[src/rtl/cache_arbiter_pkg.sv]
// ---------------------------------------------------------------------------
// cache_arbiter_pkg
// Purpose : Shared types and constants for the two-port cache-to-memory
//           arbiter. Holds the arbiter FSM state encoding, the grant owner
//           encoding, the default line/address widths and the round-robin
//           tie-break helper.
// Ports   : none (package)
// ---------------------------------------------------------------------------
package cache_arbiter_pkg;

    localparam int LINE_W_DEFAULT = 256;
    localparam int ADDR_W_DEFAULT = 32;

    typedef enum logic [1:0] {
        IDLE    = 2'd0,
        SERVE_A = 2'd1,
        SERVE_B = 2'd2
    } arb_state_t;

    typedef enum logic {
        GRANT_A = 1'b0,
        GRANT_B = 1'b1
    } grant_t;

    // Picks the next owner from the two request lines. On a tie the port
    // that did not win last time is chosen, which guarantees alternation
    // when both caches keep requesting. Only meaningful when at least one
    // request is present.
    function automatic grant_t pickWinner(input logic reqA,
                                          input logic reqB,
                                          input grant_t lastGrant);
        grant_t winner;
        if (reqA && reqB) begin
            winner = (lastGrant == GRANT_B) ? GRANT_A : GRANT_B;
        end else if (reqA) begin
            winner = GRANT_A;
        end else begin
            winner = GRANT_B;
        end
        return winner;
    endfunction

endpackage

[src/rtl/cache_arbiter_control.sv]
// ---------------------------------------------------------------------------
// arbiter_control
// Purpose : Control half of the cache arbiter. Holds the IDLE/SERVE_A/SERVE_B
//           state machine and the last-grant register and turns them into
//           one-hot grant selects for the datapath muxes in the top level.
// Ports   :
//   clk         - clock, all state on rising edge
//   rst         - synchronous active-high reset
//   reqA_i      - instruction cache request (read)
//   reqB_i      - data cache request (read or write)
//   pmemResp_i  - completion strobe from physical memory
//   grantA_o    - port A currently owns the memory bus
//   grantB_o    - port B currently owns the memory bus
// ---------------------------------------------------------------------------
module arbiter_control
    import cache_arbiter_pkg::*;
(
    input  logic clk,
    input  logic rst,
    input  logic reqA_i,
    input  logic reqB_i,
    input  logic pmemResp_i,
    output logic grantA_o,
    output logic grantB_o
);

    arb_state_t state_q;
    arb_state_t state_d;
    grant_t     lastGrant_q;
    grant_t     lastGrant_d;
    grant_t     winner;

    // State and last-grant registers. Reset parks the arbiter in IDLE with
    // B recorded as the last owner so that A wins the first tie.
    always_ff @(posedge clk) begin
        if (rst) begin
            state_q     <= IDLE;
            lastGrant_q <= GRANT_B;
        end else begin
            state_q     <= state_d;
            lastGrant_q <= lastGrant_d;
        end
    end

    // Next-state logic. A transaction, once granted, runs until memory
    // responds even if the requester drops its request, so nothing ever
    // gets reordered underneath an outstanding memory access.
    always_comb begin
        state_d     = state_q;
        lastGrant_d = lastGrant_q;
        winner      = pickWinner(reqA_i, reqB_i, lastGrant_q);
        case (state_q)
            IDLE: begin
                if (reqA_i || reqB_i) begin
                    state_d     = (winner == GRANT_A) ? SERVE_A : SERVE_B;
                    lastGrant_d = winner;
                end
            end
            SERVE_A: begin
                if (pmemResp_i) begin
                    state_d = IDLE;
                end
            end
            SERVE_B: begin
                if (pmemResp_i) begin
                    state_d = IDLE;
                end
            end
            default: begin
                state_d = IDLE;
            end
        endcase
    end

    // Grants come straight from the registered state, so a request can
    // only reach memory after it has been latched. They are also held low
    // while reset is asserted so an abandoned transaction is silenced in
    // the reset cycle itself, not just from the following one.
    always_comb begin
        grantA_o = (state_q == SERVE_A) && !rst;
        grantB_o = (state_q == SERVE_B) && !rst;
    end

endmodule

[src/rtl/cache_arbiter.sv]
// ---------------------------------------------------------------------------
// cache_arbiter
// Purpose : Shares one physical memory port between an instruction cache
//           (port A, reads only) and a data cache (port B, reads and
//           writebacks). Round-robin on ties, one transaction at a time.
// Parameters:
//   LINE_W - cache line / memory burst width in bits
//   ADDR_W - physical address width in bits
// Ports   :
//   clk, rst                       - clock, synchronous active-high reset
//   pmem_read_a, pmem_addr_a       - instruction cache fill request
//   pmem_rdata_a, pmem_resp_a      - line data / completion to I-cache
//   pmem_read_b, pmem_write_b      - data cache fill / writeback request
//   pmem_addr_b, pmem_wdata_b      - data cache address / writeback data
//   pmem_rdata_b, pmem_resp_b      - line data / completion to D-cache
//   pmem_read, pmem_write          - command to physical memory
//   pmem_address, pmem_wdata       - address / write data to memory
//   pmem_rdata, pmem_resp          - read data / completion from memory
// ---------------------------------------------------------------------------
module cache_arbiter
    import cache_arbiter_pkg::*;
#(
    parameter int LINE_W = LINE_W_DEFAULT,
    parameter int ADDR_W = ADDR_W_DEFAULT
) (
    input  logic              clk,
    input  logic              rst,

    input  logic              pmem_read_a,
    input  logic [ADDR_W-1:0] pmem_addr_a,
    output logic [LINE_W-1:0] pmem_rdata_a,
    output logic              pmem_resp_a,

    input  logic              pmem_read_b,
    input  logic              pmem_write_b,
    input  logic [ADDR_W-1:0] pmem_addr_b,
    input  logic [LINE_W-1:0] pmem_wdata_b,
    output logic [LINE_W-1:0] pmem_rdata_b,
    output logic              pmem_resp_b,

    output logic              pmem_read,
    output logic              pmem_write,
    output logic [ADDR_W-1:0] pmem_address,
    output logic [LINE_W-1:0] pmem_wdata,
    input  logic [LINE_W-1:0] pmem_rdata,
    input  logic              pmem_resp
);

    logic grantA;
    logic grantB;
    logic reqB;

    assign reqB = pmem_read_b | pmem_write_b;

    arbiter_control u_control (
        .clk        (clk),
        .rst        (rst),
        .reqA_i     (pmem_read_a),
        .reqB_i     (reqB),
        .pmemResp_i (pmem_resp),
        .grantA_o   (grantA),
        .grantB_o   (grantB)
    );

    // Memory-side steering. Everything defaults to zero so that IDLE and
    // reset present no command. On port B a writeback wins over a fill if
    // the data cache raises both.
    always_comb begin
        pmem_read    = 1'b0;
        pmem_write   = 1'b0;
        pmem_address = '0;
        pmem_wdata   = '0;
        if (grantA) begin
            pmem_read    = pmem_read_a;
            pmem_address = pmem_addr_a;
        end else if (grantB) begin
            pmem_read    = pmem_read_b & ~pmem_write_b;
            pmem_write   = pmem_write_b;
            pmem_address = pmem_addr_b;
            pmem_wdata   = pmem_wdata_b;
        end
    end

    // Response path is zero-latency: the memory strobe goes only to the
    // current owner. Read data fans out to both caches unconditionally;
    // the resp strobe is what tells each cache the data is meant for it.
    always_comb begin
        pmem_resp_a  = grantA & pmem_resp;
        pmem_resp_b  = grantB & pmem_resp;
        pmem_rdata_a = pmem_rdata;
        pmem_rdata_b = pmem_rdata;
    end

endmodule
[config.mk]
export PLATFORM = sky130hd
export DESIGN_NAME = cache_arbiter
export DESIGN_NICKNAME = d
export VERILOG_FILES = /design/src/rtl/cache_arbiter_pkg.sv /design/src/rtl/cache_arbiter_control.sv /design/src/rtl/cache_arbiter.sv
export SDC_FILE = /design/constraint.sdc
export NUM_CORES = 1
export LEC_CHECK = 0
export CAP_MARGIN = 20
export CORE_AREA = 2 2 533 535
export DETAILED_ROUTE_END_ITERATION = 10
export DIE_AREA = 0 0 535 537
export HOLD_SLACK_MARGIN = 0.02
export MAX_ROUTING_LAYER = met4
export SETUP_SLACK_MARGIN = 0.5
export SYNTH_ARGS = -nofsm -noshare
export SYNTH_HDL_FRONTEND = slang
export SYNTH_SLANG_ARGS = --single-unit
[constraint.sdc]
create_clock -name clk -period 4 [get_ports clk]
set_input_delay 0.8 -clock clk [delete_from_list [all_inputs] [get_ports clk]]
set_output_delay 0.8 -clock clk [all_outputs]
set_load 0.05 [all_outputs]
==> summary.md <==
The logs give 0 for the count of antenna-violating nets left after detailed routing and 0.00954 for the sequential share of the synthesized area. The layout cell share with drive strength beyond 1 works out to 0.327. The mean instance size in the synthesized netlist came out at 7.29 sq um.

The run gives 157 as the number of antenna violations at the first check in global routing. Data on the critical path is required at its endpoint by 3200 ps. The simple-gate share of the synthesized area works out to 0.269. For the setup violation total in the final timing report, the log shows 0. The peak supply drop was 84.6 uV. sky130_fd_sc_hd__buf_4 takes more of the synthesized area than any other cell.

The final RePlAce weighted congestion came out at 0.816. Post-synthesis share of cell area spent on full adders, half adders and majority gates: 0.00596. The tools report the worst setup slack before clock tree synthesis as 404 ps.

The part of the cycle the worst path needs is 0.820. The library cell used as clock root buffer is sky130_fd_sc_hd__clkbuf_16. The run gives 0 as the number of hold buffers added after CTS. The count of synthesis-stage warnings from yosys was 0; the number of global-route vias before repair was 5987.

After synthesis, the cell types taking the most area are sky130_fd_sc_hd__buf_4 61%, sky130_fd_sc_hd__and2_1 26%, sky130_fd_sc_hd__a22o_1 4.7%. For the hold violation count in the final report, the log shows 0. After routing, the total negative slack on setup checks comes to 0 ps. The first global-routing pass estimated 209 mm of wire.

The combinational family with the most area after synthesis was buffers and inverters. The tool flagged a number of max-cap violations equal to 0. The effective utilization at floorplan came out at 0.0224. The die is 535 um wide. After detailed routing, the number of vias per cell comes to 1.39. The area of the die came out at 0.287 sq mm.

Across the routed clock network, the largest skew measured is 0.240 ps. For the largest net degree at the start of global routing, the log shows 87. Share of the synthesized area in the top cell type: 0.611.

The first detailed-routing pass took 4 iterations. The critical path in this run is classified as in -> out. The sort of element at the start of the critical path is a primary input. The die span in y is 537 um, and the fraction of synthesized area in multiplexers is 0. The detail-routed net length per standard cell was 40.9 um. The tools report the post-CTS resize count as 1. The number of different library cells used by synthesis comes to 22. The area growth from synthesis to layout is 158%.

The highest net fanout along the worst path works out to 52. For this run, the top clock speed supported by timing is 305 MHz. The run gives 718 ps as the final worst-path setup slack. The logs give 0.133 for the total routing resource utilization after global routing and 1449 for the number of nets in the synthesized netlist.

After detailed routing, the number of remaining DRC violations is 0. TritonCTS created 3 clock buffers. The via count is 6623, and the slew of the pin with the lowest slew margin is 471 ps.

The detailed router's first-iteration violation count is 258, and the total power per unit cell area is 131 mW/mm^2. The leakage power came out at 0.00475 uW. The tools report the largest buffer count on any clock path as 2.

Data arrives at the worst endpoint at 2480 ps. The initialized floorplan defines 195 standard-cell rows. The xor/xnor share of the synthesized area came out at 0. Buffers added to address setup during post-CTS repair amount to 0. The run gives 0.686 as the worst slew slack as a fraction of its limit. The complex-gate fraction of the synthesized area was 0.0530. For the routed wire length, the log shows 194 mm. The overall power consumption was 2130 uW. For the worst hold-check slack, the log shows 518 ps. The number of pins exceeding their max-slew limit in the final report is 0, and the clock transition at the registers of the reported paths is 30 ps.

In this run the tool buffered the top-level ports with 617 buffer cells. The synthesized design contains 3 register bits. Estimated wirelength of the detail-placed design: 191 mm. The logs give 220 ps for the insertion delay to the later sink of the worst-skew pair and 1534 for the total number of nets in the final design. The core area was 0.281 sq mm. Global-route congestion overflow total: 0. For the number of cells produced by synthesis, the log shows 864. The minimum clock period after layout works out to 3280 ps. Setup repair after global routing left no endpoint under its margin. In this run the count of I/O pins placed on the die edge is 1386. The path class of the tightest hold or removal check is reg -> reg. The run finished with clean final reports.

TritonCTS built the clock tree. The worst setup path is captured at an output port. The area of the mapped netlist is 0.00630 sq mm, and the total number of H-tree levels is 1. Count of clock tree sinks: 3.
-- stage by stage --
stage / cell area [sq um] / instances / util
6_report: 16300 / 4752 / 0.0578
4_1_cts: 16100 / 4691 / 0.0572
5_1_grt: 16200 / 4727 / 0.0576
2_1_floorplan: 6300 / 864 / -
3_5_place_dp: 16000 / 4687 / 0.0570
3_3_place_gp: 16000 / 4687 / 0.0570
-- cell usage after synthesis, drive strengths merged --
library cell / number
dfxtp: 3
nand2b: 1
clkbuf: 6
inv: 2
nand2: 1
a221o: 1
ha: 3
a22o: 34
nor2: 3
nor2b: 1
or4b: 1
and3b: 2
and2: 258
nor3b: 1
nor4bb: 1
buf: 542
o21a: 1
a21oi: 3
-- final timing paths --
path,startpoint,endpoint,slack (ps),depth (start not counted)
worst max-delay path,rst,pmem_address[19],720,6
worst min-delay path,u_control.state_q[0]$_SDFFE_PP0P_,u_control.state_q[0]$_SDFFE_PP0P_,520,1
worst max register to register,u_control.state_q[0]$_SDFFE_PP0P_,u_control.state_q[1]$_SDFFE_PP0P_,2540,5
worst min register to register,u_control.state_q[0]$_SDFFE_PP0P_,u_control.state_q[0]$_SDFFE_PP0P_,520,1
-- cell type report --
type	instances	area (sq um)
multi-input cells	311	2080
clock buffers	4	78.8
diodes	61	153
well taps	3743	4680
flip-flops and latches	3	60.1
inverters	2	7.51
repair buffers	628	9190
fillers	32900	265000
-- flip-flops by register name (all words and copies together), names as in the netlist --
register               cells
u_control.state_q          2
u_control.lastGrant_q      1
-- logic make-up after synthesis --
| logic type | Yosys count |
|---|---|
| fa+ha+maj | 3 |
| buf+inv | 550 |
| simple gates | 269 |
| flops | 3 |
| compound gates | 39 |
-- metal layers --
layer	wire length, um	part of all wire	up-vias	global-route usage
met3	74800	0.38	363	0.230
met4	6540	0.034	0	0.0276
met2	73500	0.38	1415	0.177
met5	0	0	-	-
li1	-	-	2378	-
met1	39500	0.20	2467	0.0777
-- placed cells by master, fill, tap and decap left out, types with 3 or more instances in the layout --
cell,instances
sky130_fd_sc_hd__clkdlybuf4s50_1,324
sky130_fd_sc_hd__buf_12,293
sky130_fd_sc_hd__and2_1,258
sky130_fd_sc_hd__diode_2,61
sky130_fd_sc_hd__a22o_1,34
sky130_fd_sc_hd__buf_4,10
sky130_fd_sc_hd__nor2_1,3
sky130_fd_sc_hd__ha_1,3
sky130_fd_sc_hd__clkbuf_16,3
sky130_fd_sc_hd__dfxtp_1,3
-- worst max-delay path, stage by stage --
cell and delay, ps:
sky130_fd_sc_hd__dlygate4sd2_1 350, sky130_fd_sc_hd__nor3b_4 290, sky130_fd_sc_hd__buf_12 200, sky130_fd_sc_hd__buf_12 230, sky130_fd_sc_hd__a22o_1 290, sky130_fd_sc_hd__buf_12 180
-- report_power, final --
group | switching (uW) | internal, uW | total, uW
Combinational | 1020 | 915 | 1930
Sequential | 4.19 | 34.9 | 39.0
Clock | 29.4 | 132 | 161
Total | 1050 | 1080 | 2130
(Power assumes the default switching activity.)
